--- src/rtl/score_pkg.sv ---
// rtl/score_pkg.sv - shared geometry constants and scan FSM state type for the score-bar reader
package score_pkg;

  localparam int BAR_W = 55;
  localparam int BAR_H = 25;
  localparam int BAR_N = BAR_W * BAR_H;

  typedef enum logic [0:0] {
    IDLE = 1'b0,
    SCAN = 1'b1
  } scan_state_t;

endpackage

--- src/rtl/frame_edge_sync.sv ---
// rtl/frame_edge_sync.sv - three-flop synchronizer with rising-edge pulse for the frame tick
module frame_edge_sync (
  input  logic clk_i,
  input  logic rst_ni,
  input  logic async_i,
  output logic start_o
);

  logic       s1_q;
  logic       s2_q;
  logic       s3_q;
  // live_q[k] says stage k+1 holds a real sample rather than its reset value, so a
  // tick already high at reset release is not mistaken for a rising edge.
  logic [2:0] live_q;

  // Shift the asynchronous tick through the synchronizer chain
  always_ff @(posedge clk_i or negedge rst_ni) begin
    if (!rst_ni) begin
      s1_q   <= 1'b0;
      s2_q   <= 1'b0;
      s3_q   <= 1'b0;
      live_q <= 3'b000;
    end else begin
      s1_q   <= async_i;
      s2_q   <= s1_q;
      s3_q   <= s2_q;
      live_q <= {live_q[1:0], 1'b1};
    end
  end

  assign start_o = s2_q & ~s3_q & live_q[2];

endmodule

--- src/rtl/score_bar_reader.sv ---
// rtl/score_bar_reader.sv - streams a snapshotted score-bar bitmap pixel by pixel on each frame tick
module score_bar_reader
  import score_pkg::scan_state_t;
  import score_pkg::IDLE;
  import score_pkg::SCAN;
#(
  parameter int BAR_W = score_pkg::BAR_W,
  parameter int BAR_H = score_pkg::BAR_H
) (
  input  logic                   Clk,
  input  logic                   Reset,
  input  logic                   frame_clk,
  input  logic [BAR_W*BAR_H-1:0] score_bar_left,
  input  logic                   pix_ready,
  output logic                   pix_valid,
  output logic                   pix_data,
  output logic [5:0]             pix_x,
  output logic [4:0]             pix_y,
  output logic                   pix_last,
  output logic                   busy,
  output logic [7:0]             overrun_cnt
);

  localparam int         N      = BAR_W * BAR_H;
  localparam int         IDX_W  = (N > 1) ? $clog2(N) : 1;
  localparam logic [5:0] X_LAST = 6'(BAR_W - 1);
  localparam logic [4:0] Y_LAST = 5'(BAR_H - 1);

  scan_state_t      state_q, state_d;
  logic [5:0]       x_q, x_d;
  logic [4:0]       y_q, y_d;
  // Running linear index y*BAR_W + x, kept alongside x/y to avoid a multiplier
  logic [IDX_W-1:0] idx_q, idx_d;
  logic [7:0]       ovr_q, ovr_d;
  logic [N-1:0]     snap_q;
  logic             load_snap;
  logic             start;
  logic             in_scan;
  logic             at_last;

  frame_edge_sync u_sync (
    .clk_i   (Clk),
    .rst_ni  (Reset),
    .async_i (frame_clk),
    .start_o (start)
  );

  assign in_scan = (state_q == SCAN);
  assign at_last = (x_q == X_LAST) && (y_q == Y_LAST);

  // Scan sequencing: start in IDLE, advance on handshake, count starts lost during SCAN
  always_comb begin
    state_d   = state_q;
    x_d       = x_q;
    y_d       = y_q;
    idx_d     = idx_q;
    ovr_d     = ovr_q;
    load_snap = 1'b0;
    case (state_q)
      IDLE: begin
        if (start) begin
          state_d   = SCAN;
          x_d       = '0;
          y_d       = '0;
          idx_d     = '0;
          load_snap = 1'b1;
        end
      end
      SCAN: begin
        // A start landing on the final handshake is also dropped, not queued
        if (start && (ovr_q != 8'hFF)) begin
          ovr_d = ovr_q + 8'd1;
        end
        if (pix_ready) begin
          if (at_last) begin
            state_d = IDLE;
            x_d     = '0;
            y_d     = '0;
            idx_d   = '0;
          end else if (x_q == X_LAST) begin
            x_d   = '0;
            y_d   = y_q + 5'd1;
            idx_d = idx_q + 1'b1;
          end else begin
            x_d   = x_q + 6'd1;
            idx_d = idx_q + 1'b1;
          end
        end
      end
      default: state_d = IDLE;
    endcase
  end

  // State, position and overrun registers
  always_ff @(posedge Clk or negedge Reset) begin
    if (!Reset) begin
      state_q <= IDLE;
      x_q     <= '0;
      y_q     <= '0;
      idx_q   <= '0;
      ovr_q   <= '0;
    end else begin
      state_q <= state_d;
      x_q     <= x_d;
      y_q     <= y_d;
      idx_q   <= idx_d;
      ovr_q   <= ovr_d;
    end
  end

  // Bitmap snapshot, captured once at scan start so mid-scan input changes are invisible
  always_ff @(posedge Clk or negedge Reset) begin
    if (!Reset) begin
      snap_q <= '0;
    end else if (load_snap) begin
      snap_q <= score_bar_left;
    end
  end

  assign pix_valid   = in_scan;
  assign busy        = in_scan;
  assign pix_x       = in_scan ? x_q : 6'd0;
  assign pix_y       = in_scan ? y_q : 5'd0;
  assign pix_data    = in_scan & snap_q[idx_q];
  assign pix_last    = in_scan & at_last;
  assign overrun_cnt = ovr_q;

endmodule
--- config.mk ---
export PLATFORM = sky130hd
export DESIGN_NAME = score_bar_reader
export DESIGN_NICKNAME = d
export VERILOG_FILES = /design/src/rtl/score_pkg.sv /design/src/rtl/frame_edge_sync.sv /design/src/rtl/score_bar_reader.sv
export SDC_FILE = /design/constraint.sdc
export NUM_CORES = 2
export LEC_CHECK = 0
export CAP_MARGIN = 20
export CORE_AREA = 10 10 539 541
export DETAILED_ROUTE_END_ITERATION = 16
export DIE_AREA = 0 0 549 551
export DONT_BUFFER_PORTS = 1
export GPL_TIMING_DRIVEN = 0
export SYNTH_ARGS = -nofsm -noshare
export SYNTH_HDL_FRONTEND = slang
export SYNTH_SLANG_ARGS = --single-unit
--- constraint.sdc ---
create_clock -name Clk -period 3.3 [get_ports Clk]
set_input_delay 0.825 -clock Clk [delete_from_list [all_inputs] [get_ports Clk]]
set_output_delay 0.825 -clock Clk [all_outputs]
set_load 0.02 [all_outputs]
Word-level counts from Yosys, hierarchy flattened
Cells that the tools add are included.
W data, S select, Z words.
{ "totals": {"reg_bits": 1412, "inputBits": 1379, "wordCells": 55} }
{ "classes": {"add_sub_neg": 4, "n_lt_le_gt_ge": 1, "n_eq_ne": 6, "n_mux": 23, "bitwise": 6, "reduce_logical": 5} }
{ "op_table": {"columns": ["cell", "count"], "rows": [
  ["$mux W11", 3],
  ["$mux W6", 5],
  ["$mux W5", 5],
  ["$pmux W11 S2", 1],
  ["$lt A11 B12 Y1 const B", 1],
  ["$pmux W6 S2", 1],
  ["$add A11 B1 Y11 const B", 1],
  ["$bmux W1 S11", 1],
  ["$pmux W5 S2", 1],
  ["$add A8 B1 Y8 const B", 1],
  ["$ne A8 B8 Y1 const B", 1],
  ["$add A6 B1 Y6 const B", 1],
  ["$eq A6 B6 Y1 const B", 1],
  ["$add A5 B1 Y5 const B", 1],
  ["$eq A5 B5 Y1 const B", 1],
  ["$mux W1", 5],
  ["$and A1 B1 Y1", 4],
  ["$ne A2 B2 Y1 const B", 2],
  ["$reduce_and A2 Y1", 2],
  ["$ne A3 B1 Y1 const B", 1],
  ["$reduce_and A3 Y1", 1],
  ["$logic_and A1 B1 Y1", 2],
  ["$not A1 Y1", 2],
  ["$pmux W1 S2", 1]
]} }

Depth between registers and ports, before layout
{ "logic_depth": {"depth_word": 5, "depth_mapped": 15, "mapped_depth_nobuf": 10} }

Modules after synthesis
From an unflattened synthesis, not the netlist that was laid out.
{ "hier_totals": {"hier_cells": 6915, "hier_area_um2": 64115.2} }
{ "modules_own_cells": {"columns": ["mod", "instances", "cells_each", "area_per_inst_um2", "seq_area_each_um2"], "rows": [
  ["score_bar_reader", 1, 6907, 63952.6, 35183.7],
  ["frame_edge_sync", 1, 8, 162.7, 150.1]
]} }

Worst setup path before layout
OpenSTA, ideal clock, no wires.
{ "synth_path": {"kind": "register -> output", "startpoint": "reg idx_q[0]", "endpoint": "out pix_data", "arrival_time_ns": 2.666, "setup_slack_ns": -0.191, "stages_incl_launch_ff": 14, "n_path_buf": 5, "path_cell_list": "dfrtp_1 > buf_6 > buf_12 > buf_12 > buf_12 > buf_8 > mux2i_1 > a221oi_2 > a21oi_1 > o211ai_2 > o211ai_1 > a32o_1 > o211a_1 > o31ai_2"} }
{ "synth_between": {"elab_chain_cells": 3} }
{ "synth_rtl": {"columns": ["element", "line_no", "source"], "rows": [
  ["start: declaration", "score_bar_reader.sv:33", "logic [IDX_W-1:0] idx_q, idx_d;"],
  ["start signal: assignment", "score_bar_reader.sv:106", "idx_q <= idx_d;"],
  ["$bmux W1 S11", "score_bar_reader.sv:124", "assign pix_data = in_scan & snap_q[idx_q];"],
  ["$mux W1 (implied by the code)", "score_bar_reader.sv:124", null],
  ["$and A1 B1 Y1", "score_bar_reader.sv:124", null],
  ["end: declaration", "score_bar_reader.sv:16", "output logic pix_data,"]
]} }
No other way between the ends. The select of a mux whose other input is x is not followed.

Worst setup path after layout
Ends and elaborated chain as after synthesis.

==> impl_metrics.ini <==
[synthesis]
ys.flop_type = dfrtp_1
synth_xor_area_frac = 0.00190
synth_top_family_by_area = simple AND/OR/NAND/NOR gates
synth_edf_count = 0
synthMuxAreaShare = 0.132
synth_area_per_cell_sq_um = 9.33
synth_compound_area_frac = 0.0265
yosysWarnings = 0
synth_fa_ha_area_frac = 0.00116
synth.distinct_cells = 75
syn-num-nets = 8311
ys_seq_elements = 1412
synthSimpleGateAreaFrac = 0.256
ys_seq_area_frac = 0.547
async_flop_share = 1.00
synth_cells = 6926
netlist_area_sq_mm = 0.0646

[sta]
tightest_slew_ns = 1.17
fin_worst_skew_ns = 0.0457
fin_tns_setup_ns = -2.38
maxSlewViolCount = 0
fmax_mhz = 176
rsz0062_at_grt = yes
relSlewSlack = 0.220
layout_setup_ws_ns = -2.38
fin_crit_ns = 5.68
holdWs_ns = -0.0517
period_share = 1.72
hold_viol = 12
setup_violations = 1

[place]
gp_congestion = 0.973
hpwlAfterDp_um = 303000
port_buffers = 0

[drt]
finalWirelength_um = 386000
wl_per_cell_um = 34.4
antenna_left = 0
drc = 0
vias = 53962
drt_iter0_markers = 6677
first_pass_iters = 6
viasPerCell = 4.81

[min_path]
min_path_type = in2async

[power]
cellLeakagePower_nw = 37.2
powerDensity_mw_per_mm2 = 881
ir_drop_mv = 0.450

[grt]
grt_max_degree = 235
grt_first_pass_wirelength_um = 497000
gr-total-overflow = 0
grt_usage = 0.244
grt_pass1_vias = 53510
antenna_found_initial = 181

[finish]
n_fill_cell = 29390
finalNetCount = 8650
final_cell_mix = nand2_1 (4,209), dfrtp_1 (1,411), clkbuf_1 (315)
area_growth_pct = 21.8
layout_commonest_cell = nand2_1
drive_above_1_share = 0.128

[floorplanning]
die_w_um = 549
die_y_um = 551
dieArea_sq_mm = 0.302
placement_rows = 194
initial_utilization = 0.232
ios = 1402
core-area_sq_mm = 0.279

[clocking]
h-tree-depth = 4
clkTransAtPathRegs_ns = 0.05
cts_buffer_depth = 4
cts-root-buf = clkbuf_16
cts_buffers = 167
cts_sinks = 1412
cts_tree = done
insertion_delay_ns = 0.83

[worst_setup_path]
crit_path_end_kind = primary output
ff2ff_path_depth = 9
r2r_start = u_sync.s2_q
path_class = reg2out
cp_data_arrival_time_ns = 4.86
startpoint_type = register
critPathRequiredTime_ns = 2.47
reg2reg_to = snap_q[799]
cp_max_fo = 8
ff2ff_setup_slack_ns = 0.11

[status]
status = finished with violations
violations = hold timing, setup timing

[run]
max-cap-violations = 0
==> layout make-up <==
cell class                 count  area, sq um  share of cell area
buffer                       436         3150              0.0401
timing repair buffer         175         2350              0.0298
inverter                      10         50.0            0.000636
tap                         3724         4660              0.0592
clock buffer                 234         4720              0.0600
sequential                  1412        35300               0.449
antenna                      109          273             0.00347
multi-input combinational   5063        27400               0.348
clock inverter                65          805              0.0102
==> routing by layer <==
layer / up-vias / share of wire / wire (um) / GRT usage
met1: 27039 / 0.39 / 149000 / 0.294
met3: 690 / 0.083 / 32200 / 0.0623
met4: 56 / 0.060 / 23100 / 0.133
met5: - / 0.00089 / 345 / 0
li1: 23147 / - / - / -
met2: 3030 / 0.47 / 182000 / 0.398
==> cells by family after synthesis <==
group | count (synthesis)
simple gates | 4345
xor+xnor | 14
buf+inv | 451
mux | 454
other cells | 1
compound gates | 243
flops | 1412
fa+ha+maj | 6
==> Yosys cell counts, types with 4 or more instances <==
| cell | number | area (sq um) |
|---|---|---|
| and3_1 | 7 | 43.8 |
| a221oi_1 | 18 | 158 |
| or3_1 | 5 | 31.3 |
| mux4_1 | 16 | 420 |
| buf_8 | 11 | 165 |
| buf_2 | 23 | 115 |
| a22oi_1 | 35 | 263 |
| a22o_1 | 6 | 52.6 |
| nand2_1 | 4213 | 15800 |
| clkbuf_1 | 338 | 1270 |
| mux4_2 | 297 | 6690 |
| o21ai_0 | 45 | 225 |
| nor2b_1 | 9 | 56.3 |
| mux2i_1 | 137 | 1370 |
| buf_4 | 19 | 143 |
| nand3b_1 | 4 | 30.0 |
| o31ai_1 | 6 | 45.0 |
| buf_1 | 9 | 33.8 |
| a21oi_1 | 41 | 205 |
| nor3_1 | 8 | 40.0 |
| xnor2_1 | 7 | 61.3 |
| buf_6 | 28 | 315 |
| inv_1 | 8 | 30.0 |
| ha_1 | 6 | 75.1 |
| a211o_1 | 7 | 61.3 |
| o211ai_1 | 5 | 37.5 |
| o221ai_1 | 22 | 193 |
| xor2_1 | 7 | 61.3 |
| buf_12 | 8 | 160 |
| dfrtp_1 | 1412 | 35300 |
| nand4_1 | 12 | 75.1 |
| nor2_1 | 35 | 131 |
| o22ai_1 | 10 | 62.6 |
| and2_1 | 14 | 87.6 |
| nand3_1 | 23 | 115 |
| a211oi_1 | 12 | 90.1 |
==> worst max-delay path by stage <==
stage               startpoint     endpoint  slack, ns
global route          idx_q[0]     pix_data      -2.41
global placement          busy  snap_q[635]      -4.84
CTS                   idx_q[0]     pix_data      -2.53
detailed placement    idx_q[2]     pix_data      -3.95
finish                idx_q[0]     pix_data      -2.38
floorplan             idx_q[0]     pix_data      -0.06
==> report_power, final <==
group          leakage (nW)  internal [mW]  total [mW]  switching (mW)
Combinational          17.9           9.85        24.7            14.8
Sequential             16.6           22.3        25.5            3.21
Clock                  2.69           11.0        19.1            8.13
Total                  37.2           43.2        69.4            26.2
==> registers in the layout, indices dropped and copies added (netlist names) <==
| name | flops |
|---|---|
| idx_q | 11 |
| u_sync.live_q | 3 |
| x_q | 6 |
| u_sync.s3_q | 1 |
| y_q | 5 |
| busy | 1 |
| snap_q | 1375 |
| u_sync.s2_q | 1 |
| overrun_cnt | 8 |
| u_sync.s1_q | 1 |
==> critical path: stages, from the launching register on <==
cell and delay (ns):
dfrtp_4 0.57, buf_12 0.19, buf_16 0.14, buf_16 0.16, buf_16 0.17, mux2i_1 0.14, a221oi_2 0.32, buf_4 0.22
a221oi_1 0.12, o21bai_2 0.51, a221o_1 0.28, o311ai_1 0.18, o211a_1 0.27, o31ai_4 0.64
==> through the flow <==
| stage | power [mW] | instance area [sq um] | utilization | setup WS (ns) | cells |
|---|---|---|---|---|---|
| 2_1_floorplan | 36.6 | 64700 | - | -0.0625 | 6926 |
| 3_3_place_gp | 47.4 | 69300 | 0.249 | -4.84 | 10650 |
| 3_5_place_dp | 48.6 | 70300 | 0.252 | -3.95 | 10695 |
| 4_1_cts | 69.6 | 77800 | 0.279 | -2.53 | 11080 |
| 5_1_grt | 72.4 | 78600 | 0.282 | -2.41 | 11197 |
| 6_report | 69.4 | 78700 | 0.282 | -2.38 | 11228 |
==> timing repair <==
item,CTS,global route
endpoints found under the hold margin,16,0
cloned,2,3
pin swaps,17,14
setup buffers,71,37
hold buffers,16,0
gates resized for setup,245,71
setup endpoints to repair,1595,214
Power figures use the tool's default switching activity.
